## src/rtl/reg_file_wb_sink.sv

```systemverilog
// Architectural register file fed by the write-back stage.
// Two combinational decode read ports with optional write-through bypass,
// one committed-only debug read port, and a running count of committed writes.
// Register 0 is hardwired to zero.
module reg_file_wb_sink #(
  parameter int DATA_WIDTH = 32,
  parameter int ADDR_WIDTH = 5,
  parameter int BYPASS_EN  = 1
) (
  input  logic                  i_clk,
  input  logic                  i_rst,
  input  logic                  i_RegWriteW,
  input  logic [ADDR_WIDTH-1:0] i_WriteRegW,
  input  logic [DATA_WIDTH-1:0] i_ResultW,
  input  logic [ADDR_WIDTH-1:0] i_A1,
  input  logic [ADDR_WIDTH-1:0] i_A2,
  input  logic [ADDR_WIDTH-1:0] i_DbgA,
  output logic [DATA_WIDTH-1:0] o_RD1,
  output logic [DATA_WIDTH-1:0] o_RD2,
  output logic [DATA_WIDTH-1:0] o_DbgRD,
  output logic [15:0]           o_WriteCount
);

  localparam int NREGS = 2 ** ADDR_WIDTH;

  logic [DATA_WIDTH-1:0] regs [NREGS];
  logic [15:0]           wcount;
  logic                  wr_en;

  // A write only counts when enabled and not aimed at $zero. The enable is
  // evaluated first so an unknown index with the enable low resolves to 0.
  assign wr_en = i_RegWriteW && (i_WriteRegW != '0);

  // Read-port selection: $zero first, then a same-cycle write-back hit
  // (when bypass is built in), otherwise the committed contents.
  function automatic logic [DATA_WIDTH-1:0] rd_sel(
    input logic [ADDR_WIDTH-1:0] addr,
    input logic [DATA_WIDTH-1:0] stored,
    input logic                  we,
    input logic [ADDR_WIDTH-1:0] waddr,
    input logic [DATA_WIDTH-1:0] wdata
  );
    logic [DATA_WIDTH-1:0] r;
    r = stored;
    if (addr == '0) begin
      r = '0;
    end else if ((BYPASS_EN != 0) && (we == 1'b1)) begin
      if (waddr == addr) begin
        r = wdata;
      end
    end
    return r;
  endfunction

  // Commit write-back results and count them; reset clears everything.
  always_ff @(posedge i_clk or posedge i_rst) begin
    if (i_rst) begin
      regs   <= '{default: '0};
      wcount <= '0;
    end else if (wr_en) begin
      regs[i_WriteRegW] <= i_ResultW;
      wcount            <= wcount + 16'd1;
    end
  end

  // Decode read ports (bypassed) and debug port (committed contents only).
  always_comb begin
    o_RD1   = rd_sel(i_A1, regs[i_A1], i_RegWriteW, i_WriteRegW, i_ResultW);
    o_RD2   = rd_sel(i_A2, regs[i_A2], i_RegWriteW, i_WriteRegW, i_ResultW);
    o_DbgRD = (i_DbgA == '0) ? '0 : regs[i_DbgA];
  end

  assign o_WriteCount = wcount;

endmodule

```

## config.mk

```make
export PLATFORM = sky130hd
export DESIGN_NAME = reg_file_wb_sink
export DESIGN_NICKNAME = d
export VERILOG_FILES = /design/src/rtl/reg_file_wb_sink.sv
export SDC_FILE = /design/constraint.sdc
export NUM_CORES = 2
export LEC_CHECK = 0
export CORE_MARGIN = 5
export CORE_UTILIZATION = 25
export DETAILED_ROUTE_END_ITERATION = 7
export GPL_TIMING_DRIVEN = 0
export PLACE_DENSITY = 0.39
export SYNTH_ARGS = -nofsm -noshare
export SYNTH_HDL_FRONTEND = slang
export SYNTH_SLANG_ARGS = --single-unit
export TNS_END_PERCENT = 20
```

## constraint.sdc

```tcl
create_clock -name i_clk -period 91.9 [get_ports i_clk]
set_clock_uncertainty 0.15 [all_clocks]
set_input_delay 18.38 -clock i_clk [delete_from_list [all_inputs] [get_ports i_clk]]
set_output_delay 18.38 -clock i_clk [all_outputs]
set_load 0.02 [all_outputs]
```

### Word-level counts from Yosys, hierarchy flattened

Cells that the tools add are included.

| cells by class | value |
|---|---|
| $add $sub $neg | 1 |
| order comparisons | 5 |
| eq/ne operators | 2 |
| muxes and demuxes | 19 |
| bitwise operators | 4 |
| reduce and logical (&&, ||, !) cells | 6 |

Operators by type and width:

| kind | number |
|---|---|
| $bwmux W1024 | 1 |
| $bmux W32 S5 | 3 |
| $mux W32 | 14 |
| $demux W32 S5 | 1 |
| $ge A6 B6 Y1 const B | 4 |
| $not A5 Y6 | 4 |
| $add A16 B1 Y16 const B | 1 |
| $logic_not A5 Y1 | 3 |
| $eq A5 B5 Y1 | 2 |
| $lt A6 B1 Y1 const B | 1 |
| $reduce_bool A5 Y1 | 1 |
| $logic_and A1 B1 Y1 | 2 |

| word-level totals | value |
|---|---|
| flip-flop bits (word level) | 1,040 |
| logic and storage cells | 70 |

### Longest topological paths before layout

| logic depth | value |
|---|---|
| word-level depth | 7 |
| gate-level depth with buffers | 9 |

### Worst setup path before layout

No wires, ideal clock.

| timing path | value |
|---|---|
| path type | input to output |
| start point | in i_DbgA[1] |
| end point | out o_DbgRD[10] |
| arrival | 20.422 ns |
| data required time | 73.370 ns |
| path slack | 52.948 ns |
| stages on the path | 8 |
| cells stage by stage | clkbuf_1 buf_2 clkbuf_1 buf_2 mux4_2 mux4_2 nand2_1 o21ai_0 |

| between the ends | value |
|---|---|
| cells in the longest elaborated chain, start to end | 5 |
| elaborated cells on any way between the ends | 6 |

Ends and longest elaborated chain:

| element | line | text |
|---|---|---|
| from (decl) | 17 | `input logic [ADDR_WIDTH-1:0] i_DbgA,` |
| $not A5 Y6 (implied by the code) | 70 | `o_DbgRD = (i_DbgA == '0) ? '0 : regs[i_DbgA];` |
| $bmux W32 S5 | 70 |  |
| $mux W32 (implied by the code) (2 in a row) | 70 |  |
| $mux W32 * | 70 |  |
| to (decl) | 20 | `output logic [DATA_WIDTH-1:0] o_DbgRD,` |

Mark *: on every way between the ends. The rest lies on a longest branch, timed or not. The select of a mux whose other input is x is not followed.

### Worst setup path in the final report

| timing path | value |
|---|---|
| start point | in i_A2[0] |
| end point | out o_RD2[9] |

| between the ends | value |
|---|---|
| cells in the longest elaborated chain, start to end | 7 |
| elaborated cells on any way between the ends | 9 |

Ends and longest elaborated chain:

| element | line | text |
|---|---|---|
| from (decl) | 16 | `input logic [ADDR_WIDTH-1:0] i_A2,` |
| $not A5 Y6 (implied by the code) | 69 | `o_RD2 = rd_sel(i_A2, regs[i_A2], i_RegWriteW, i_WriteRegW, i_ResultW);` |
| $bmux W32 S5 | 69 |  |
| $mux W32 (implied by the code) (2 in a row) | 69 |  |
| $mux W32 | 48 | `if (waddr == addr) begin` |
| $mux W32 | 47 | `end else if ((BYPASS_EN != 0) && (we == 1'b1)) begin` |
| $mux W32 * | 45 | `if (addr == '0) begin` |
| to (decl) | 19 | `output logic [DATA_WIDTH-1:0] o_RD2,` |

Marks and branches as above.

==> impl_metrics.tcl <==
set metrics [dict create \
    grt_overflow 0 \
    maxSlewViolCount 89 \
    hold_path_class "flip-flop to flip-flop" \
    place_area_um2 70700 \
    ys_types 51 \
    vdd_drop_max_uv 19.6 \
    synthCells 4667 \
    cp_data_required_time_ps 73370 \
    status "complete, but fails checks" \
    r2r_start "o_WriteCount[0]" \
    finalPower_mw 1.62 \
    dr.pass1.iters 6 \
    synth.area.mux_share 0.457 \
    dieArea_um2 268000 \
    die_w_um 518 \
    postRouteAntennaNets 0 \
    dp_slack_ps 49610 \
    rows 186 \
    dp_hpwl_mm 240 \
    drive_gt1_frac 0.420 \
    fin_crit_sh 0.463 \
    worst_pin_slew_ps 1630 \
    cp-start-kind "primary input" \
    synthesis.nets 4723 \
    ys_async_sr_fraction 1.00 \
    power_per_cell_area_nw_per_um2 21.5 \
    synth_adder_area_share 0.000194 \
    drtIter0Drc 5885 \
    r2r_cells 4 \
    ctsHtreeMaxLevel 4 \
    netlist_area_um2 64500 \
    yosys_warnings 0 \
    holdBufCountCts 0 \
    syn_area_per_cell_um2 13.8 \
    setup_ws_ps 49340 \
    area_delta_synth_final_pct 16.9 \
    port_buffers 156 \
    violations "max-capacitance violations, max-slew violations" \
    max_slew_margin -0.0834 \
    cp_max_fo 10 \
    clock_latency_ps 820 \
    layout.nets 5036 \
    pin_count 167 \
    cts_setup_buffers 0 \
    clock_path_buffers 3 \
    arrival_ps 24030 \
    cts_made_buffers 137 \
    synth_compound_area_frac 0.0691 \
    cts-root-buf "clkbuf_16" \
    fmax_mhz 23.5 \
    rsz0062_at_grt "no" \
    cts_tree "built" \
    cap_violations 10 \
    synth_top_family_by_area "multiplexers" \
    ctsResizeCount 0 \
    fin_crit_ps 42560 \
    setup_tns_ps 0 \
    start_util 0.251 \
    r2r_setup_slack_ps 90230 \
    worstSetupStartpoint "i_A2[0]" \
    power.leakage_nw 31.1 \
    hold_viol_final 0 \
    seq_area_frac_synth 0.404 \
    worst-setup-path-type "primary input to output port" \
    wirelength_mm 347 \
    cts.sinks 1040 \
    synth-simple-area-share 0.0264 \
    grt_pass1_vias 49200 \
    drc 0 \
    wire_per_inst_um 40.9 \
    fin_hold_ws_ps 332 \
    avgViaCountPerCell 5.85 \
    coreArea_um2 257000 \
    timing.rr.end "o_WriteCount[9]" \
    grt_usage 0.250 \
    place_congestion 0.903 \
    n_fill_cell 26000 \
    design_area_um2 75400 \
    synth-seq-cells 1040 \
    vias 49700 \
    critPathCapture "o_RD2[9]" \
    clk_pin_slew_ps 60 \
    synth-xor-area-share 0.00340 \
    dp_cells 8223 \
    finalSetupViolCount 0 \
    antenna_found_initial 19 \
    fin_util 0.294 \
    grt_pass1_wl_mm 458 \
    die_y_um 518 \
    fin_cells 8483 \
    endpoint_kind "output port" \
    synth_edf_count 0 \
    synth-main-ff-cell "dfrtp_1" \
    grt_max_degree 117 \
]
[synthesized netlist by cell type (2+ instances only)]
| master | instances | share of area |
|---|---|---|
| and2_1 | 4 | 0.00039 |
| nand2b_1 | 34 | 0.0033 |
| o21ai_0 | 94 | 0.0073 |
| mux2i_1 | 379 | 0.059 |
| clkbuf_1 | 342 | 0.020 |
| nor3b_1 | 35 | 0.0041 |
| nand3_1 | 5 | 0.00039 |
| mux2_1 | 13 | 0.0023 |
| xnor2_1 | 16 | 0.0022 |
| nor3_1 | 99 | 0.0077 |
| dfrtp_1 | 1040 | 0.40 |
| a211oi_1 | 32 | 0.0037 |
| a21o_1 | 30 | 0.0035 |
| buf_2 | 127 | 0.0099 |
| a21oi_1 | 63 | 0.0049 |
| and3_1 | 3 | 0.00029 |
| nand4b_1 | 3 | 0.00041 |
| nor2b_1 | 5 | 0.00049 |
| inv_1 | 68 | 0.0040 |
| buf_1 | 63 | 0.0037 |
| mux4_2 | 581 | 0.20 |
| a221oi_1 | 158 | 0.021 |
| nor4_1 | 5 | 0.00049 |
| or2_2 | 3 | 0.00029 |
| mux2_2 | 1107 | 0.19 |
| nor2_1 | 59 | 0.0034 |
| a2111oi_0 | 2 | 0.00027 |
| xor2_1 | 9 | 0.0012 |
| nand3b_1 | 5 | 0.00058 |
| nand2_1 | 56 | 0.0033 |
| a22oi_1 | 2 | 0.00023 |
| nand4_1 | 6 | 0.00058 |
| o221ai_1 | 61 | 0.0083 |
| a221o_1 | 91 | 0.014 |
| a211o_1 | 31 | 0.0042 |
| buf_4 | 21 | 0.0024 |
[sequential cells by signal (all words and copies together) (netlist names)]
signal and flops:
o_WriteCount 16, regs 1024
[power breakdown]
group / internal, mW / switching (mW)
clock network: 0.325 / 0.232
registers: 0.545 / 0.0874
logic: 0.218 / 0.209
total: 1.09 / 0.529
[layout make-up]
class	instances	area (um^2)	area share
buffer	553	2390	0.0317
clock inverter	35	344	0.00457
tap	3384	4230	0.0562
sequential	1040	26000	0.345
antenna	13	32.5	0.000432
multi-input combinational	3005	35900	0.476
clock buffer	210	4190	0.0556
timing repair buffer	174	1990	0.0264
inverter	69	267	0.00354
[placed cells by master (no fill, tap or decap), drive strengths merged, types with 3 or more instances in the layout]
master	instances
mux4	581
nand4	6
a211o	31
nand2b	34
mux2i	379
o221ai	61
mux2	1120
bufinv	4
dfrtp	1040
and2	4
nand4b	3
inv	73
xnor2	16
a221o	91
a21o	30
nor3b	35
nand3b	5
diode	13
nand2	56
nor4	5
nor2b	5
o21ai	95
a211oi	32
and3	3
nor2	59
clkdlybuf4s50	156
clkinv	25
nand3	5
or2	3
xor2	9
clkbuf	554
nor3	99
a221oi	158
buf	227
a21oi	63
[how the worst min path moves through the flow]
stage / cells past startpoint / slack [ps] / endpoint / start
2_1_floorplan: 1 / 310 / regs[1000] / regs[1000]
3_3_place_gp: 1 / 310 / o_WriteCount[15] / o_WriteCount[15]
3_5_place_dp: 1 / 330 / o_WriteCount[15] / o_WriteCount[15]
4_1_cts: 1 / 340 / o_WriteCount[15] / o_WriteCount[15]
5_1_grt: 1 / 360 / o_WriteCount[13] / o_WriteCount[13]
6_report: 1 / 330 / o_WriteCount[15] / o_WriteCount[15]
[layer usage]
layer / global-route usage / part of all wire / up-vias
met2: 0.371 / 0.43 / 2660
met4: 0.119 / 0.056 / 2
met5: 0 / 0.000035 / -
met1: 0.336 / 0.42 / 27200
met3: 0.0693 / 0.087 / 666
li1: - / - / 19100
[critical path, cell delays in order]
cell and delay, ps:
clkdlybuf4s50_1 750, buf_4 430, buf_2 820, nor4b_1 200, nor3_1 1100, clkbuf_1 1090, a221o_1 500, clkdlybuf4s50_1 670
[logic make-up (layout without fill, tap and decap cells)]
group / Yosys count / in the layout
simple gates: 327 / 327
xor+xnor: 25 / 25
compound gates: 572 / 572
buf+inv: 622 / 1041
fa+ha+maj: 1 / 1
mux: 2080 / 2080
flops: 1040 / 1040
other cells: 0 / 13
No activity file was read; power rests on OpenSTA's default activity.
